**config.mk**
```make
export PLATFORM = sky130hd
export DESIGN_NAME = dcache_wb_buffer
export DESIGN_NICKNAME = d
export VERILOG_FILES = /design/src/rtl/dcache_mem_pkg.sv /design/src/rtl/wbb_fifo_cam.sv /design/src/rtl/dcache_wb_buffer.sv
export SDC_FILE = /design/constraint.sdc
export NUM_CORES = 2
export LEC_CHECK = 0
export ABC_AREA = 1
export CAP_MARGIN = 20
export CORE_AREA = 2 2 427 429
export CTS_CLUSTER_DIAMETER = 200
export DETAILED_ROUTE_END_ITERATION = 16
export DIE_AREA = 0 0 429 431
export PLACE_DENSITY = 0.73
export SLEW_MARGIN = 10
export SYNTH_ARGS = -nofsm -noshare
export SYNTH_HDL_FRONTEND = slang
export SYNTH_SLANG_ARGS = --single-unit
```
**constraint.sdc**
```tcl
create_clock -name clk_i -period 65.9 [get_ports clk_i]
set_input_delay 19.77 -clock clk_i [delete_from_list [all_inputs] [get_ports clk_i]]
set_output_delay 19.77 -clock clk_i [all_outputs]
set_load 0.005 [all_outputs]
```
**src/rtl/dcache_mem_pkg.sv**
```systemverilog
// Shared types and constants for the dcache memory-side blocks.
// Holds line geometry and the write-back buffer state encoding.
package dcache_mem_pkg;
   localparam int LINE_W   = 256;
   localparam int ADDR_W   = 32;
   localparam int LINE_OFF = 5;
   localparam int TAG_W    = ADDR_W - LINE_OFF;

   typedef enum logic [2:0] {
      S_IDLE    = 3'd0,
      S_RESP    = 3'd1,
      S_RD_MEM  = 3'd2,
      S_DRAIN   = 3'd3,
      S_RD_DONE = 3'd4
   } wbb_state_t;
endpackage

```
**src/rtl/wbb_fifo_cam.sv**
```systemverilog
// Circular line queue with a parallel tag CAM over the valid entries.
// Ports: push/pop/upd controls, wr_tag/wr_line, lk_tag lookup -> hit/hit_oh/hit_line, head, full/empty.
module wbb_fifo_cam #(
   parameter int DEPTH  = 4,
   parameter int TAG_W  = 27,
   parameter int LINE_W = 256
) (
   input  logic              clk,
   input  logic              rst,
   input  logic              push,
   input  logic              pop,
   input  logic              upd,
   input  logic [TAG_W-1:0]  wr_tag,
   input  logic [LINE_W-1:0] wr_line,
   input  logic [TAG_W-1:0]  lk_tag,
   output logic              hit,
   output logic [DEPTH-1:0]  hit_oh,
   output logic [LINE_W-1:0] hit_line,
   output logic [TAG_W-1:0]  head_tag,
   output logic [LINE_W-1:0] head_line,
   output logic              full,
   output logic              empty
);
   localparam int PW = $clog2(DEPTH);
   localparam int CW = $clog2(DEPTH + 1);

   logic [DEPTH-1:0]  valid;
   logic [TAG_W-1:0]  tag  [DEPTH];
   logic [LINE_W-1:0] line [DEPTH];
   logic [PW-1:0]     head;
   logic [PW-1:0]     tail;
   logic [CW-1:0]     count;

   always_ff @(posedge clk or posedge rst) begin
      if (rst) begin
         valid <= '0;
         head  <= '0;
         tail  <= '0;
         count <= '0;
      end else begin
         if (push) begin
            valid[tail] <= 1'b1;
            tail        <= tail + 1'b1;
         end
         if (pop) begin
            valid[head] <= 1'b0;
            head        <= head + 1'b1;
         end
         unique case ({push, pop})
            2'b10:   count <= count + 1'b1;
            2'b01:   count <= count - 1'b1;
            default: count <= count;
         endcase
      end
   end

   // Payload needs no reset: an entry is only visible through its valid bit.
   always_ff @(posedge clk) begin
      if (push) begin
         tag[tail]  <= wr_tag;
         line[tail] <= wr_line;
      end
      for (int i = 0; i < DEPTH; i++) begin
         if (upd && hit_oh[i]) line[i] <= wr_line;
      end
   end

   always_comb begin
      hit_oh   = '0;
      hit_line = '0;
      for (int i = 0; i < DEPTH; i++) begin
         hit_oh[i] = valid[i] && (tag[i] == lk_tag);
         hit_line  = hit_line | (line[i] & {LINE_W{hit_oh[i]}});
      end
   end

   assign hit       = |hit_oh;
   assign head_tag  = tag[head];
   assign head_line = line[head];
   assign full      = (count == CW'(DEPTH));
   assign empty     = (count == '0);
endmodule

```
**src/rtl/dcache_wb_buffer.sv**
```systemverilog
// Write-back buffer between the dcache miss path and line memory.
// Ports: cache side enable/write/addr/data -> ack/data_o; mem_* request/ack; empty_o.
module dcache_wb_buffer #(
   parameter int DEPTH  = 4,
   parameter int ADDR_W = dcache_mem_pkg::ADDR_W,
   parameter int LINE_W = dcache_mem_pkg::LINE_W
) (
   input  logic              clk_i,
   input  logic              rst_i,
   input  logic              enable_i,
   input  logic              write_i,
   input  logic [ADDR_W-1:0] addr_i,
   input  logic [LINE_W-1:0] data_i,
   output logic              ack_o,
   output logic [LINE_W-1:0] data_o,
   output logic              mem_enable_o,
   output logic              mem_write_o,
   output logic [ADDR_W-1:0] mem_addr_o,
   output logic [LINE_W-1:0] mem_data_o,
   input  logic              mem_ack_i,
   input  logic [LINE_W-1:0] mem_data_i,
   output logic              empty_o
);
   import dcache_mem_pkg::*;

   localparam int TW = ADDR_W - LINE_OFF;

   wbb_state_t        state, state_n;
   logic              ack_d;
   logic              ack_n;
   logic [LINE_W-1:0] data_n;
   logic              men_n;
   logic              mwe_n;
   logic [ADDR_W-1:0] madr_n;
   logic [LINE_W-1:0] mdat_n;

   logic              push, pop, upd;
   logic              hit, full, q_empty;
   logic [DEPTH-1:0]  hit_oh;
   logic [LINE_W-1:0] hit_line;
   logic [TW-1:0]     head_tag;
   logic [LINE_W-1:0] head_line;
   logic [TW-1:0]     req_tag;

   assign req_tag = addr_i[ADDR_W-1:LINE_OFF];

   wbb_fifo_cam #(
      .DEPTH  (DEPTH),
      .TAG_W  (TW),
      .LINE_W (LINE_W)
   ) u_fifo (
      .clk       (clk_i),
      .rst       (rst_i),
      .push      (push),
      .pop       (pop),
      .upd       (upd),
      .wr_tag    (req_tag),
      .wr_line   (data_i),
      .lk_tag    (req_tag),
      .hit       (hit),
      .hit_oh    (hit_oh),
      .hit_line  (hit_line),
      .head_tag  (head_tag),
      .head_line (head_line),
      .full      (full),
      .empty     (q_empty)
   );

   always_ff @(posedge clk_i or posedge rst_i) begin
      if (rst_i) begin
         state        <= S_IDLE;
         ack_o        <= 1'b0;
         ack_d        <= 1'b0;
         data_o       <= '0;
         mem_enable_o <= 1'b0;
         mem_write_o  <= 1'b0;
         mem_addr_o   <= '0;
         mem_data_o   <= '0;
      end else begin
         state        <= state_n;
         ack_o        <= ack_n;
         ack_d        <= ack_o;
         data_o       <= data_n;
         mem_enable_o <= men_n;
         mem_write_o  <= mwe_n;
         mem_addr_o   <= madr_n;
         mem_data_o   <= mdat_n;
      end
   end

   always_comb begin
      state_n = state;
      ack_n   = 1'b0;
      data_n  = data_o;
      men_n   = mem_enable_o;
      mwe_n   = mem_write_o;
      madr_n  = mem_addr_o;
      mdat_n  = mem_data_o;
      push    = 1'b0;
      pop     = 1'b0;
      upd     = 1'b0;
      unique case (state)
         S_IDLE: begin
            // The requester may still hold the acked request for two
            // cycles; draining is also held off so a follow-up refill
            // reaches memory ahead of the queued lines.
            if (!ack_o && !ack_d) begin
               if (enable_i && write_i && hit) begin
                  upd     = 1'b1;
                  state_n = S_RESP;
               end else if (enable_i && write_i && !full) begin
                  push    = 1'b1;
                  state_n = S_RESP;
               end else if (enable_i && !write_i && hit) begin
                  data_n  = hit_line;
                  state_n = S_RESP;
               end else if (enable_i && !write_i) begin
                  men_n   = 1'b1;
                  mwe_n   = 1'b0;
                  madr_n  = {req_tag, {LINE_OFF{1'b0}}};
                  state_n = S_RD_MEM;
               end else if (!q_empty) begin
                  men_n   = 1'b1;
                  mwe_n   = 1'b1;
                  madr_n  = {head_tag, {LINE_OFF{1'b0}}};
                  mdat_n  = head_line;
                  state_n = S_DRAIN;
               end
            end
         end
         S_RESP: begin
            ack_n   = 1'b1;
            state_n = S_IDLE;
         end
         S_RD_MEM: begin
            if (mem_ack_i) begin
               data_n  = mem_data_i;
               men_n   = 1'b0;
               state_n = S_RD_DONE;
            end
         end
         S_RD_DONE: begin
            ack_n   = 1'b1;
            state_n = S_IDLE;
         end
         S_DRAIN: begin
            if (mem_ack_i) begin
               pop     = 1'b1;
               men_n   = 1'b0;
               mwe_n   = 1'b0;
               state_n = S_IDLE;
            end
         end
         default: state_n = S_IDLE;
      endcase
   end

   assign empty_o = q_empty && (state == S_IDLE);
endmodule

```
==> results.ini <==
[power_and_ir_drop]
leakagePower_uw = 0.0343
combPwrFrac_pct = 33.4
clkPwrFrac_pct = 28.1
p_sw_uw = 1300
intPower_uw = 2340
swShare_pct = 35.8
seq_power_share_pct = 38.5
powerDensity_mw_per_mm2 = 39.1
peakVddDrop_v = 0.0000665

[detailed_routing]
first_pass_iters = 8
via_per_inst = 5.58
wl_met2_um = 128000
wl_met3_um = 26700
drtIter0Drc = 7329
avgRoutedWirePerCell_um = 25.2
drc = 0
wl_um = 273000
drt-met1-wl_um = 102000
dr.max_layer_used = met5
dr_total_vias = 60268
postRouteAntennaNets = 0

[synth]
ys_seq_area_share_pct = 64.7
synth_ff_type = edfxtp_1
yosys_warnings = 0
synth.avg_cell_area_um2 = 10.1
synth_area_mm2 = 0.0741
synth_top_family_by_area = simple AND/OR/NAND/NOR gates
synth-edff-count = 1132
synth_adder_area_share_pct = 0.179
synthArstFlopShare_pct = 33.0
synth_compound_area_share_pct = 10.7
synthSimpleGateAreaFrac_pct = 16.0
muxShareOfSynthArea_pct = 3.46
ys_ff_latch = 1689
syn_inst = 7324
synth.distinct_cells = 37
synth-xor-area-share_pct = 0.166

[cts]
holdBufCountCts = 0
clockRootBuffer = clkbuf_16
max-clock-path-buffers = 3
post_cts_resized = 0
clk_pin_slew_worst_paths_ns = 0.06
numCtsBuffers = 179
cts_setup_buffers = 0
cts_sinks = 1689
clk-insertion-delay-late_ns = 0.87
cts_tree = done
cts_htree_levels = 4

[die]
ios = 1097
core_area_mm2 = 0.180
start_util_pct = 41.1
die_w_um = 429
dieArea_mm2 = 0.185
chipHeight_um = 431
row_count = 156

[timing]
relSlewSlack_pct = 8.91
finalClockSkew_ns = 0.0668
hold_violations = 0
tightest_slew_ns = 1.37
slew_viol_final = 0
max_freq_mhz = 40.8
setup_violations = 0
tns_ns = 0
rsz0062_at_grt = false
period_minus_slack_ns = 24.53
period_share_pct = 37.2

[worst_setup_path]
required_ns = 66.33
path_class = primary input to register
cp-end-kind = register
cp-start-kind = primary input
crit_fanout = 119
crit_arrival_ns = 24.96

[run]
drv_cap = 0

[final_layout]
nFillCells = 15576
stdcell_area_mm2 = 0.0930
final_cell_mix = nand2_1, edfxtp_1, clkdlybuf4s50_1
drive_above_1_share_pct = 4.78
final-seq-area_mm2 = 0.0479
fin_nets = 8766
multi_input_area_mm2 = 0.0227
final_common_cell = nand2_1
syn2layout_area_growth_pct = 25.6

[global_routing]
grt_antenna_before_repair = 84
grt_max_degree = 255
grt_pass1_vias = 57163
grt_pass1_wl_um = 388000
grt_overflow = 0
groute.usage.overall_pct = 28.4

[run_status]
status = finished clean

[min_path]
min_path_type = register to register

[placement]
placement.io_buffers = 1086
place_congestion = 0.929
hpwl_um = 178000
dpl_cell_area_mm2 = 0.0868

-- stage by stage --
stage / setup slack [ns] / instances / util [%] / power (µW) / hold slack (ns)
2_1_floorplan: 25.88 / 7328 / - / 2050 / 0.410
3_3_place_gp: 40.47 / 10394 / 48.2 / 2590 / 0.414
3_5_place_dp: 40.47 / 10395 / 48.2 / 2610 / 0.422
4_1_cts: 41.40 / 10733 / 51.5 / 3640 / 0.433
5_1_grt: 41.19 / 10798 / 51.6 / 3810 / 0.442
6_report: 41.37 / 10808 / 51.6 / 3640 / 0.428
-- worst paths after layout --
| check | start | to | slack (ns) | depth (start not counted) |
|---|---|---|---|---|
| setup / recovery | addr_i[28] | u_fifo.line[0][32] | 41.37 | 18 |
| hold / removal | ack_o | ack_d | 0.43 | 0 |
| setup reg to reg | u_fifo.head[0] | mem_data_o[190] | 60.35 | 8 |
| hold reg to reg | ack_o | ack_d | 0.43 | 0 |
| max in group asynchronous | rst_i | mem_data_o[21] | 42.87 | 6 |
| min in group asynchronous | rst_i | data_o[129] | 19.41 | 2 |
-- critical path, cell delays in order --
cell and delay, ns:
clkdlybuf4s50_1 0.82, nand2_1 0.28, o21ai_0 0.15, nor2_1 0.06, nand2_1 0.10, nor2_1 0.07, nand2_1 0.13, nor2_4 0.09
nor2_1 0.09, nand2_1 0.16, nand2_1 0.16, nand2_1 0.25, inv_1 0.23, nand2_1 0.14, o21ai_4 0.15, buf_4 0.52
buf_12 0.56, buf_4 0.85
-- sequential cells by signal, summed over array words and instances, names as in the netlist --
register and flops:
mem_addr_o 27, u_fifo.line 1024, ack_o 1, ack_d 1, u_fifo.tag 108, u_fifo.head 2
u_fifo.count 3, mem_write_o 1, u_fifo.tail 2, state 3, data_o 256, mem_data_o 256
u_fifo.valid 4, mem_enable_o 1
-- kinds of logic after synthesis --
family,after synthesis
adder cells (fa/ha/maj),10
multiplexers,256
AO/OA/AOI/OAI,1507
other,1
XOR/XNOR,14
flip-flops,1689
buffers and inverters,879
AND/OR/NAND/NOR,2968
-- layer usage --
| layer | vias to the layer above | GRT usage [%] |
|---|---|---|
| li1 | 26983 | - |
| met1 | 29345 | 35.3 |
| met2 | 3321 | 44.4 |
| met3 | 607 | 7.55 |
| met4 | 12 | 17.3 |
| met5 | - | 0 |
-- synth_stat cells (3+ instances only) --
cell / instances / area [µm²]
inv_2: 28 / 105
edfxtp_1: 1132 / 34000
nand4_1: 261 / 1630
o22ai_1: 257 / 1610
nand2_1: 2012 / 7550
o21ai_0: 998 / 4990
dfrtp_1: 557 / 13900
ha_1: 9 / 113
nor2_1: 669 / 2510
nand3_1: 13 / 65.1
a2bb2oi_1: 4 / 35.0
inv_1: 388 / 1460
clkbuf_1: 361 / 1360
nor2_2: 4 / 25.0
clkinv_1: 4 / 15.0
mux2i_1: 256 / 2560
buf_1: 16 / 60.1
xnor2_1: 12 / 105
a31oi_1: 3 / 18.8
buf_4: 5 / 37.5
a21oi_1: 56 / 280
buf_6: 22 / 248
buf_2: 55 / 275
o21ai_1: 184 / 921
nor3_1: 3 / 15.0
-- power groups by stage --
stage               logic (µW)  registers [µW]  clock network (µW)
floorplan                  632            1420                   0
global placement          1180            1410                   0
detailed placement        1200            1410                   0
CTS                       1210            1400                1030
global route              1320            1410                1080
finish                    1220            1400                1020
-- layout make-up --
| class | instances | share of cell area (%) |
|---|---|---|
| Clock buffer | 234 | 5.31 |
| Inverter | 420 | 1.72 |
| Sequential cell | 1689 | 51.5 |
| Antenna cell | 74 | 0.199 |
| Clock inverter | 104 | 1.13 |
| Tap cell | 2370 | 3.19 |
| Timing Repair Buffer | 1157 | 12.5 |
| Multi-Input combinational cell | 4760 | 24.4 |
Power figures use the tool's default switching activity.
